## src/rtl/pixel_serializer.sv

```systemverilog
// Serializes {R,G,B} pixels into three tagged component beats per pixel.
// Input side is a 2-entry FIFO; every output is registered.
module pixel_serializer #(
    parameter int COLOR_DEPTH = 8,
    parameter int CNT_W       = 16
) (
    input  logic                     clk,
    input  logic                     rst,
    input  logic [3*COLOR_DEPTH-1:0] rgb_in,
    input  logic                     rgb_valid,
    input  logic                     rgb_last,
    output logic                     rgb_ready,
    output logic [COLOR_DEPTH-1:0]   pixel_out,
    output logic                     valid_out,
    output logic [2:0]               color_out,
    output logic                     last_out,
    output logic                     frame_done,
    output logic [CNT_W-1:0]         pixel_count
);

    localparam int PW = 3*COLOR_DEPTH + 1;

    typedef enum logic [1:0] {
        IDLE,
        SEND_R,
        SEND_G,
        SEND_B
    } state_t;

    state_t state, state_next;

    logic [PW-1:0]          fifo [2];
    logic                   wr_ptr, rd_ptr;
    logic [1:0]             occ, occ_next;
    logic [PW-1:0]          hold, hold_next;
    logic                   push, pop;
    logic [COLOR_DEPTH-1:0] pixel_next;
    logic [2:0]             color_next;
    logic                   valid_next, last_next, done_next;
    logic [CNT_W-1:0]       count_next;

    assign push = rgb_valid && rgb_ready;

    always_comb begin
        state_next = state;
        pop        = 1'b0;
        case (state)
            IDLE: begin
                if (occ != 2'd0) begin
                    state_next = SEND_R;
                    pop        = 1'b1;
                end
            end
            SEND_R: state_next = SEND_G;
            SEND_G: state_next = SEND_B;
            SEND_B: begin
                if (occ != 2'd0) begin
                    state_next = SEND_R;
                    pop        = 1'b1;
                end else begin
                    state_next = IDLE;
                end
            end
            default: state_next = IDLE;
        endcase
    end

    always_comb begin
        occ_next = occ;
        if (push && !pop) begin
            occ_next = occ + 2'd1;
        end else if (pop && !push) begin
            occ_next = occ - 2'd1;
        end
        hold_next = pop ? fifo[rd_ptr] : hold;
    end

    // Output registers are loaded from the upcoming state and hold contents,
    // so each beat appears in the same cycle the FSM enters its state.
    always_comb begin
        valid_next = 1'b0;
        color_next = 3'd3;
        pixel_next = '0;
        last_next  = 1'b0;
        done_next  = 1'b0;
        case (state_next)
            SEND_R: begin
                valid_next = 1'b1;
                color_next = 3'd0;
                pixel_next = hold_next[PW-1 -: COLOR_DEPTH];
                last_next  = hold_next[0];
            end
            SEND_G: begin
                valid_next = 1'b1;
                color_next = 3'd1;
                pixel_next = hold_next[PW-1-COLOR_DEPTH -: COLOR_DEPTH];
                last_next  = hold_next[0];
            end
            SEND_B: begin
                valid_next = 1'b1;
                color_next = 3'd2;
                pixel_next = hold_next[COLOR_DEPTH -: COLOR_DEPTH];
                last_next  = hold_next[0];
                done_next  = hold_next[0];
            end
            default: ;
        endcase
    end

    // A pixel counts as complete once its B beat has been presented.
    always_comb begin
        count_next = pixel_count;
        if (state == SEND_B) begin
            if (hold[0]) begin
                count_next = '0;
            end else if (pixel_count != '1) begin
                count_next = pixel_count + CNT_W'(1);
            end
        end
    end

    always_ff @(posedge clk) begin
        if (push) begin
            fifo[wr_ptr] <= {rgb_in, rgb_last};
        end
    end

    always_ff @(posedge clk) begin
        if (rst) begin
            state       <= IDLE;
            occ         <= '0;
            wr_ptr      <= 1'b0;
            rd_ptr      <= 1'b0;
            hold        <= '0;
            rgb_ready   <= 1'b0;
            valid_out   <= 1'b0;
            color_out   <= 3'd3;
            pixel_out   <= '0;
            last_out    <= 1'b0;
            frame_done  <= 1'b0;
            pixel_count <= '0;
        end else begin
            state       <= state_next;
            occ         <= occ_next;
            hold        <= hold_next;
            rgb_ready   <= (occ_next != 2'd2);
            valid_out   <= valid_next;
            color_out   <= color_next;
            pixel_out   <= pixel_next;
            last_out    <= last_next;
            frame_done  <= done_next;
            pixel_count <= count_next;
            if (push) begin
                wr_ptr <= ~wr_ptr;
            end
            if (pop) begin
                rd_ptr <= ~rd_ptr;
            end
        end
    end

endmodule
```

## config.mk

```make
export PLATFORM = sky130hd
export DESIGN_NAME = pixel_serializer
export DESIGN_NICKNAME = d
export VERILOG_FILES = /design/src/rtl/pixel_serializer.sv
export SDC_FILE = /design/constraint.sdc
export NUM_CORES = 1
export LEC_CHECK = 0
export ABC_CLOCK_PERIOD_IN_PS = 2580
export CORE_MARGIN = 2
export CORE_UTILIZATION = 50
export CTS_CLUSTER_SIZE = 30
export DETAILED_ROUTE_END_ITERATION = 12
export HOLD_SLACK_MARGIN = 0.02
export PLACE_DENSITY = 0.7
export SYNTH_ARGS = -nofsm -noshare
export SYNTH_HDL_FRONTEND = slang
export SYNTH_SLANG_ARGS = --single-unit
export TNS_END_PERCENT = 10
```

## constraint.sdc

```tcl
create_clock -name clk -period 2.58 [get_ports clk]
set_input_delay 0.516 -clock clk [delete_from_list [all_inputs] [get_ports clk]]
set_output_delay 0.516 -clock clk [all_outputs]
set_load 0.01 [all_outputs]
```

==> qor.csv, run 1 <==
stage,metric,value,unit
status,status,"finished, final reports clean",
layout,nets,489,
layout,finalInstanceArea,0.005368,sq mm
hold_path,hp-class,reg -> reg,
cts,htreeDepth,3,
sta,hold_violations,0,
logic_synthesis,synthAdderAreaFrac,1.660,%
pwr,p_leak,1.797,nW
cts,cts_buffer_depth,2,
sta,rsz0062_at_grt,no,
routing,wire_per_inst,15.11,um
setup_path,worstPathRequired,2.85,ns
global_route,grtUsageTotal,17.79,%
global_route,grt_pass1_vias,2908,
sta,finalClockSkew,0.01864,ns
cts,cts.sinks,112,
setup_path,cp_max_fo,13,
die,die_w,99.10,um
place,dp_hpwl,5638,um
logic_synthesis,synth_top_family_by_area,simple AND/OR/NAND/NOR gates,
routing,ant_nets,0,
sta,fmax,0.4347,GHz
logic_synthesis,synth_seq_cells,112,
logic_synthesis,yosysTopAreaCell,edfxtp_1,
die,io_pins,59,
sta,setup_viol,0,
setup_path,arrival,2.57,ns
place,placed_area,0.005204,sq mm
routing,routed_wl,8583,um
logic_synthesis,yosys-top-cells-count,"62 x dfxtp_1, 50 x edfxtp_1, 47 x nor2_1",
setup_path,worstSetupStartpointType,flop,
sta,maxSlewViolCount,0,
global_route,antenna_found_initial,0,
place,gp_congestion,0.8530,
sta,final.min_clock_period,2.300,ns
layout,drive_gt1_share,8.043,%
routing,drt_first_pass_iters,4,
logic_synthesis,synth_edf_count,50,
global_route,grt_pass1_wl,13790,um
logic_synthesis,syn-instance-count,398,
cts,cts_setup_buffers,0,
setup_path,endpoint_kind,flop,
flow_run,drv_cap,0,
routing,drc,0,
sta,fin_tns_setup,0,ns
routing,viasPerCell,5.493,
logic_synthesis,ys_seq_area_share,60.65,%
die,die_h,99.10,um
place,io_buffers,57,
logic_synthesis,synth.avg_cell_area,11.36,sq um
die,start_util,51.60,%
pwr,p_total,5.506,mW
place,dp_cells,552,
logic_synthesis,synthFlopType,dfxtp_1,
layout,area_growth,18.71,%
cts,cts-buffers-inserted,9,
logic_synthesis,async_flop_share,0,%
routing,vias,3120,
global_route,grt-ovfl-total,0,
layout,filler_cell_count,705,
cts,path_clk_slew,0.11,ns
die,die_area,0.009821,sq mm
die,core_area,0.008763,sq mm
sta,fin_crit_sh,89.15,%
cts,root_buffer,clkbuf_8,
logic_synthesis,synthMuxAreaShare,5.755,%
logic_synthesis,yosys_warnings,0,
pwr,vdd.ir_drop.worst,0.0005485,V
sta,worst_pin_slew,0.5754,ns
logic_synthesis,syn-cell-area,0.004522,sq mm
pwr,cellPowerDensity,1026,mW/mm^2
routing,drt-initial-drc-count,171,
logic_synthesis,netlist.area_leader.share,33.20,%
logic_synthesis,ys_types,52,
global_route,grt_start_max_net_pins,44,
logic_synthesis,synthTopCellsByArea,"edfxtp_1 33%, dfxtp_1 27%, mux2i_1 5.8%",
logic_synthesis,synth-simple-area-share,19.95,%
logic_synthesis,synth-compound-area-share,7.831,%
layout,layout.cells.non_filler,568,
cts,cts_tree,done,
layout,diodes,0,
cts,cts_resized,0,
setup_path,critPathKind,reg -> reg,
die,rows,34,
sta,max_slew_margin,61.28,%
logic_synthesis,synth_xor_area_share,0.3874,%
logic_synthesis,yosysMostFrequentCell,dfxtp_1,
cts,hold_buffers,0,
logic_synthesis,syn_nets,432,
cts,clkLatencyLatePin,0.37,ns
[cell families after synthesis]
logic type               Yosys count
flip-flops                       112
other                              1
AND/OR/NAND/NOR                  167
adder cells (fa/ha/maj)            6
multiplexers                      26
XOR/XNOR                           2
buffers and inverters             32
AO/OA/AOI/OAI                     52
[final timing paths]
kind                                                   from                            to  slack (ns)  cells past startpoint
worst max register to register  pixel_count[0]$_SDFFE_PP0P_  pixel_count[11]$_SDFFE_PP0P_        0.28                      7
worst min register to register          hold[23]$_SDFF_PP0_           hold[23]$_SDFF_PP0_        0.52                      2
worst max-delay path            pixel_count[0]$_SDFFE_PP0P_  pixel_count[11]$_SDFFE_PP0P_        0.28                      7
worst min-delay path                    hold[23]$_SDFF_PP0_           hold[23]$_SDFF_PP0_        0.52                      2
[stage by stage]
step / utilization (%) / setup WS (ns) / hold WS, ns
after CTS: 61.25 / 0.2951 / 0.5200
after global routing: 61.25 / 0.1062 / 0.5486
final: 61.25 / 0.2798 / 0.5155
after floorplan: - / 0.4118 / 0.4689
after detailed placement: 59.38 / 0.3198 / 0.5011
after global placement: 59.38 / 0.3731 / 0.4876
[where the power goes]
part	internal [mW]	switching [mW]	total [mW]
logic	0.982	1.19	2.17
registers	2.26	0.168	2.43
clock network	0.348	0.556	0.904
total	3.59	1.91	5.51
[final cells by class]
type	count	area (sq um)	area share (%)
clock inverter	6	36.28	0.6760
timing repair buffer	68	665.6	12.40
multi-input combinational	254	1623	30.23
inverter	10	37.54	0.6993
clock buffer	10	127.6	2.378
tap	108	135.1	2.517
sequential	112	2743	51.10
[state kept, by name, indices dropped and copies added, names as in the netlist, named ones only]
signal	count
last_out	1
color_out	2
occ	2
rd_ptr	1
pixel_count	16
fifo	50
wr_ptr	1
pixel_out	8
valid_out	1
state	2
rgb_ready	1
hold	25
frame_done	1
[layout by cell type, fill, tap and decap left out, types with 3 or more instances in the layout]
cell,n
nor2b_1,3
edfxtp_1,50
dfxtp_1,62
nor4_1,3
nand3_1,3
mux2i_1,26
nand3b_1,22
a31oi_1,15
nor2_1,45
clkinv_2,3
nor3_1,6
clkbuf_8,9
inv_1,10
o21ai_0,5
nand2_1,37
buf_4,10
nand4_1,4
a21oi_1,15
or2_2,3
nor3b_1,21
and2_1,4
ha_1,6
clkdlybuf4s50_1,57
[worst max-delay path, cell delays in order, from the launching register on]
cell	delay, ns
dfxtp_1	0.45
ha_1	0.27
nand3_2	0.16
or4_4	0.59
o31ai_4	0.26
buf_4	0.24
o311ai_0	0.14
o31ai_1	0.11
[metal layers]
layer  GRT usage (%)  vias to the layer above  part of all wire (%)
li1                -                     1550                     -
met1           24.19                     1488                    47
met2           29.05                       74                    48
met3           2.952                        8                   3.7
met4           6.322                        0                  0.96
met5               0                        -                     0
(Power assumes the default switching activity.)
==> inputs of run 2 (changes only) <==
- SLEW_MARGIN: default -> 20
==> results of run 2 <==
The final DEF is identical to that of run 1; final timing and power are the same.
==> inputs of run 3 (changes only) <==
- ABC_CLOCK_PERIOD_IN_PS: 2580 -> default
- SLEW_MARGIN: 20 -> default
==> results of run 3 <==
The final DEF is identical to that of run 1; final timing and power are the same.
